## src/rtl/inst_trace_buffer.sv

```systemverilog
// Retired-instruction trace FIFO (first-word-fall-through) with sequence stamping and drop accounting.
// Optional macro TRACE_NOP_FILTER_EN discards canonical NOPs and bubbles before they reach the FIFO.
module inst_trace_buffer #(
    parameter int DEPTH = 8,
    parameter int SEQ_W = 16
) (
    input  logic                     clk,
    input  logic                     rst,
    input  logic                     in_valid,
    input  logic [31:0]              in_inst,
    input  logic [31:0]              in_imm,
    input  logic [31:0]              in_pc,
    input  logic                     flush,
    input  logic                     clr_ovf,
    input  logic                     out_ready,
    output logic                     out_valid,
    output logic [31:0]              out_inst,
    output logic [31:0]              out_imm,
    output logic [31:0]              out_pc,
    output logic [SEQ_W-1:0]         out_seq,
    output logic [$clog2(DEPTH):0]   count,
    output logic                     overflow,
    output logic [SEQ_W-1:0]         drop_cnt
);
    localparam int AW = $clog2(DEPTH);

    typedef struct packed {
        logic [31:0]      inst;
        logic [31:0]      imm;
        logic [31:0]      pc;
        logic [SEQ_W-1:0] seq;
    } entry_t;

    entry_t           mem [DEPTH];
    entry_t           head;
    logic [AW-1:0]    rd_ptr;
    logic [AW-1:0]    wr_ptr;
    logic [SEQ_W-1:0] seq;
    logic             is_nop;
    logic             qual;
    logic             full;
    logic             pop;
    logic             push;
    logic             drop;

`ifdef TRACE_NOP_FILTER_EN
    assign is_nop = (in_inst == 32'h0000_0013) || (in_inst == 32'h0000_0000);
`else
    assign is_nop = 1'b0;
`endif

    assign qual = in_valid && !is_nop;
    assign full = (count == (AW+1)'(DEPTH));
    assign pop  = out_valid && out_ready;
    // A pop in the same cycle frees the slot, so a full FIFO still accepts.
    assign push = qual && (!full || pop);
    assign drop = qual && !push;

    assign head      = mem[rd_ptr];
    assign out_valid = (count != '0);
    assign out_inst  = head.inst;
    assign out_imm   = head.imm;
    assign out_pc    = head.pc;
    assign out_seq   = head.seq;

    // Storage carries no reset; only the pointers give it meaning.
    always_ff @(posedge clk) begin
        if (!rst && !flush && push) begin
            mem[wr_ptr] <= '{inst: in_inst, imm: in_imm, pc: in_pc, seq: seq};
        end
    end

    always_ff @(posedge clk) begin
        if (rst) begin
            rd_ptr   <= '0;
            wr_ptr   <= '0;
            count    <= '0;
            seq      <= '0;
            overflow <= 1'b0;
            drop_cnt <= '0;
        end else begin
            if (flush) begin
                rd_ptr <= '0;
                wr_ptr <= '0;
                count  <= '0;
            end else begin
                if (push) wr_ptr <= wr_ptr + 1'b1;
                if (pop)  rd_ptr <= rd_ptr + 1'b1;
                case ({push, pop})
                    2'b10:   count <= count + 1'b1;
                    2'b01:   count <= count - 1'b1;
                    default: count <= count;
                endcase
            end
            // Every qualifying entry consumes a number, so drops and flushes show as gaps.
            if (qual) seq <= seq + 1'b1;
            if (drop) begin
                overflow <= 1'b1;
                if (clr_ovf)        drop_cnt <= SEQ_W'(1);
                else if (!(&drop_cnt)) drop_cnt <= drop_cnt + 1'b1;
            end else if (clr_ovf) begin
                overflow <= 1'b0;
                drop_cnt <= '0;
            end
        end
    end
endmodule

```

## config.mk

```make
export PLATFORM = sky130hd
export DESIGN_NAME = inst_trace_buffer
export DESIGN_NICKNAME = d
export VERILOG_FILES = /design/src/rtl/inst_trace_buffer.sv
export SDC_FILE = /design/constraint.sdc
export NUM_CORES = 1
export LEC_CHECK = 0
export ABC_AREA = 1
export BUFFER_PORTS_ARGS = -buffer_cell sky130_fd_sc_hd__buf_2
export CORE_MARGIN = 5
export CORE_UTILIZATION = 25
export CTS_BUF_LIST = sky130_fd_sc_hd__clkbuf_2 sky130_fd_sc_hd__clkbuf_4 sky130_fd_sc_hd__clkbuf_8
export DETAILED_ROUTE_END_ITERATION = 8
export PLACE_DENSITY = 0.47
export SYNTH_ARGS = -nofsm -noshare
export SYNTH_HDL_FRONTEND = slang
export SYNTH_SLANG_ARGS = --single-unit
```

## constraint.sdc

```tcl
create_clock -name clk -period 20 [get_ports clk]
set_input_delay 1 -clock clk [delete_from_list [all_inputs] [get_ports clk]]
set_output_delay 1 -clock clk [all_outputs]
set_load 0.02 [all_outputs]
```

==> results.toml, run 1 <==
[run_status]
outcome = "completed"

[final_layout]
area_growth_pct = 16.4
layout_commonest_cell = "edfxtp_1"
fin_cells = 5214
final_nets = 3270
fill_cells = 15100
drive_gt1_frac = 0.165
layout_common_cells = "edfxtp_1 (896), nor2_1 (715), nand2_1 (437)"

[yosys]
syn_nets = 3014
ys.flop_type = "edfxtp_1"
ys_types = 34
yosysTopAreaCellShare = 0.723
yosysTopAreaCell = "edfxtp_1"
avgSynthCellArea_um2 = 12.8
seq_area_frac_synth = 0.748
async_flop_share = 0
yosys-top-cells-area = "edfxtp_1 (72%), nor2_1 (7.3%), o32ai_1 (5.3%), nand2_1 (4.4%), o21ai_0 (3.2%)"
ys_ff_latch = 942
synth_cells = 2905
yosys_warnings = 0
syn_area_mm2 = 0.0372
synth_edf_count = 896

[routing]
wire_per_inst_um = 18.5
dr_total_vias = 23400
ant_nets = 0
dr.pass1.iters = 4
drt_iter0_drc = 1371
wl_mm = 96.6
vias_per_cell = 4.48
route.detailed.drc = 0

[critical_path]
cp_num_cells = 8
cp-end-kind = "output port"
critPathMaxFanout = 91
cp-start-kind = "register"
ff2ff_path_depth = 7
cp_num_buf_inv = 4
cp_top_family = "buffers and inverters"
slowest_stage = "buf_4"
critPathArrivalTime_ps = 4720
critPathKind = "register to output port"
crit_chain = "buf_4 > buf_4 > buf_4 > o21ai_0 > o32ai_1 > nand2_1 > nand2_1 > buf_2"
required_ps = 19000
cpMostUsedCell = "buf_4"
slowest_delay_ps = 790

[die]
start_util = 0.252
core_area_mm2 = 0.148
die_w_um = 396
die_h_um = 396
ioPinCount = 236
fp.dieArea_mm2 = 0.157
fp-row-count = 141

[global_route]
gr-max-usage-layer = "met2"
grt_util_met2 = 0.190
use_met3 = 0.0299
grt_pass1_wl_mm = 146
grt.overflow.total = 0
antenna_found_initial = 10
grt.total_usage = 0.121
grt_pass1_vias = 23200
grt_max_degree = 244
grtUsageMet1 = 0.166

[clocking]
clkSinkCount = 942
cts.path.max_buffers = 3
post_cts_resized = 0
h-tree-depth = 4
cts_tree = "yes"
clk_pin_slew_ps = 60
clk_latency_ps = 870
cts_made_buffers = 166
ctsHoldBuffers = 0
cts_setup_buffers = 0
cts_root_buf = "clkbuf_8"

[timing]
layout_min_cycle_time_ps = 5720
final.period_utilization = 0.286
final_max_slew_viol_count = 0
fmax_mhz = 175
skew_ps = 44.7
final-setup-viol-count = 0
slew_headroom = 0.0560
final.setup.tns_ps = 0
rsz0062_at_grt = "no"
worstMarginPinSlew_ps = 1420
hold_viol = 0

[placed_design]
dp_hpwl_mm = 49.2
gp_congestion = 0.722
dpl.cell_count = 4923
port_buffers = 235

[hold_path]
hold_path_class = "input pin to register"
hold_depth = 1

[power_and_ir_drop]
power.density_mw_per_mm2 = 93.9
p_leak_nw = 14.6
peakVddDrop_mv = 0.0594

[flow_run]
drv_cap = 0
-- registers in the layout, indices dropped and copies added (netlist names), named ones only --
name	flops
mem	896
drop_cnt	16
seq	16
count	4
rd_ptr	3
wr_ptr	3
overflow	1
-- final cells by class --
| class | count | area (um^2) | area share |
|---|---|---|---|
| tap | 1930 | 2410 | 0.0558 |
| clock inverter | 63 | 398 | 0.00919 |
| clock buffer | 221 | 2700 | 0.0624 |
| antenna | 7 | 17.5 | 0.000404 |
| inverter | 60 | 246 | 0.00569 |
| sequential | 942 | 27800 | 0.643 |
| multi-input combinational | 1725 | 8220 | 0.190 |
| timing repair buffer | 266 | 1470 | 0.0340 |
-- report_power, final --
part           internal [mW]  switching (mW)
combinational         0.0604           0.146
sequential              2.17         0.00861
clock                  0.903           0.780
total                   3.13           0.935
-- worst register-to-register path, delay by kind of cell (launching register included) --
| family | cells | cell delay [ps] |
|---|---|---|
| simple gates | 6 | 1470 |
| buf+inv | 1 | 830 |
| flops | 1 | 440 |
-- synthesized netlist by cell type, types with 2 or more instances --
cell	instances
nand3_1	27
nand2_1	437
buf_6	17
inv_1	56
a21oi_1	27
o32ai_1	224
xor2_1	3
dfxtp_1	46
nand4_1	11
buf_4	36
nand2_2	3
buf_2	29
nor2_2	3
o21a_1	4
nor3_1	11
buf_1	3
edfxtp_1	896
clkbuf_1	92
o21ai_0	237
ha_1	6
nor2_1	719
o21ai_1	3
o21bai_1	2
inv_2	3
-- per-stage QoR --
| step | power (mW) | utilization | hold WS, ps | instance area [um^2] | setup WS (ps) |
|---|---|---|---|---|---|
| 2_1_floorplan | 2.35 | - | 448 | 37200 | 10100 |
| 3_5_place_dp | 2.43 | 0.272 | 465 | 40200 | 15170 |
| 6_report | 4.07 | 0.293 | 411 | 43300 | 14280 |
| 5_1_grt | 4.26 | 0.293 | 309 | 43300 | 13770 |
| 3_3_place_gp | 2.43 | 0.272 | 463 | 40200 | 15220 |
| 4_1_cts | 4.14 | 0.293 | 245 | 43300 | 14100 |
-- per-layer routing --
layer  routed length (um)  up-vias  share of wire
li1                     -    11100              -
met1                45100    11600           0.47
met2                44200      518           0.46
met3                 5050      162          0.052
met4                 2170        6          0.022
met5                   41        -        0.00042
-- worst paths after layout --
path	endpoint	startpoint	slack, ps
worst min register to register	overflow	overflow	480
worst max-delay path	out_pc[27]	register	14280
worst max register to register	mem[1][82]	count[2]	16710
worst min-delay path	mem[2][97]	in_inst[17]	410
-- cells by family after synthesis --
kind of cell / share of synthesized area
and+or+nand+nor: 0.126
adders and majority gates: 0.00256
buffers and inverters: 0.0325
xor gates and xnor gates: 0.000706
DFF: 0.748
AOI/OAI and AO/OA: 0.0900
(Power assumes the default switching activity.)
==> run 2, diff against run 1 <==
- PLACE_DENSITY: 0.47 -> 0.48
- clock period: 20 -> 4.65 ns (I/O delays scaled with it)
==> results.toml, run 2 (same netlist as run 1, synthesis figures left out) <==
[run_status]
outcome = "completed"

[clocking]
cts_setup_buffers = 0
cts_root_buf = "clkbuf_8"
clk_latency_ps = 880
cts_tree = "yes"
h-tree-depth = 4
post_cts_resized = 0
clk_pin_slew_ps = 60
clkSinkCount = 942
cts.path.max_buffers = 3
cts_made_buffers = 169

[power_and_ir_drop]
peakVddDrop_mv = 0.223
finalPower_mw = 18.3
p_leak_nw = 15.3
power.density_mw_per_mm2 = 407

[timing]
final-setup-viol-count = 0
setup_ws_ps = 1070
final.period_utilization = 0.769
skew_ps = 56.4
slew_headroom = 0.192
final.setup.tns_ps = 0
hold_viol = 0
worstMarginPinSlew_ps = 1210
rsz0062_at_grt = "no"
layout_min_cycle_time_ps = 3580
fmax_mhz = 280
final_max_slew_viol_count = 0

[placed_design]
dpl.cell_count = 4927
port_buffers = 235
place_ws_ps = 1780
dp_hpwl_mm = 49.5
gp_congestion = 0.743

[die]
start_util = 0.252
ioPinCount = 236
fp-row-count = 141
die_w_um = 396
fp.dieArea_mm2 = 0.157
die_h_um = 396
core_area_mm2 = 0.148

[hold_path]
min_to = "mem[4][93]"
hold_start = "in_inst[13]"
hold_depth = 2
hold_path_class = "input pin to register"

[critical_path]
slowest_stage = "inv_16"
slowest_delay_ps = 510
critPathMaxFanout = 227
r2r_setup_slack_ps = 1940
cp-end-kind = "output port"
required_ps = 4420
rr_startpoint = "count[2]"
crit_chain = "inv_16 > buf_4 > nor2_1 > o32ai_1 > nand2_1 > nand2_1 > buf_2"
r2r-end = "mem[1][101]"
cpMostUsedCell = "nand2_1"
cp_num_buf_inv = 3
critPathArrivalTime_ps = 3350
cp_top_family = "buffers and inverters"
cp-start-kind = "register"
critPathKind = "register to output port"
ff2ff_path_depth = 7

[final_layout]
final_nets = 3381
top_regs = "mem (896), drop_cnt (16), seq (16)"
area_growth_pct = 20.8
drive_gt1_frac = 0.166
layout_common_cells = "edfxtp_1 (896), nor2_1 (715), nand2_1 (437)"
fin_cells = 5340
final_core_util = 0.304
layout_commonest_cell = "edfxtp_1"
largest_reg_flops = 896
top_register = "mem"

[global_route]
antenna_found_initial = 5
grt_pass1_vias = 23700
grt.total_usage = 0.122
grt_pass1_wl_mm = 147
grt.overflow.total = 0
grt_max_degree = 228

[routing]
drt_iter0_drc = 1473
dr_total_vias = 23800
vias_per_cell = 4.46
wl_mm = 97.2
dr.pass1.iters = 4
ant_nets = 0
wire_per_inst_um = 18.2
route.detailed.drc = 0

[flow_run]
drv_cap = 0
==> run 2: worst max path at each step <==
stage	endpoint	slack, ps	cells past startpoint
3_5_place_dp	mem[1][88]	1780	8
6_report	out_imm[14]	1070	7
4_1_cts	out_pc[9]	940	7
5_1_grt	out_imm[14]	690	7
2_1_floorplan	mem[1][0]	-1610	6
3_3_place_gp	mem[1][93]	1850	8
==> run 2: per-layer routing <==
layer	vias to the layer above	wire, um	GRT usage
met1	11800	45200	0.165
met4	0	2050	0.0420
met2	514	45100	0.193
met5	-	0	0
met3	154	4840	0.0282
li1	11300	-	-
==> run 2: what timing repair did <==
item	CTS	global route
hold buffers	104	0
hold endpoints to repair	809	0
setup endpoints to repair	0	0
==> run 2: area by class of cell <==
class | count | area [um^2]
diodes | 5 | 12.5
clock buffers | 226 | 2780
clock inverters | 78 | 691
fillers | 15000 | 103000
inverters | 60 | 246
multi-input cells | 1725 | 8240
flip-flops and latches | 942 | 27800
well taps | 1930 | 2410
repair buffers | 374 | 2710
==> run 2: stage by stage <==
stage | instance area (um^2) | hold WS [ps]
2_1_floorplan | 37200 | 331
3_3_place_gp | 40400 | 460
3_5_place_dp | 40400 | 460
4_1_cts | 44900 | 3.93
5_1_grt | 44900 | 73.0
6_report | 44900 | 162
==> run 2: worst register-to-register path, delay by kind of cell (launching register included) <==
family | cells | cell delay [ps]
and+or+nand+nor | 6 | 1460
buffers and inverters | 1 | 490
DFF | 1 | 400
==> run 2: report_power, final <==
group / internal, mW / switching, mW
Clock: 4.47 / 3.49
Combinational: 0.321 / 0.660
Sequential: 9.33 / 0.0328
Total: 14.1 / 4.18
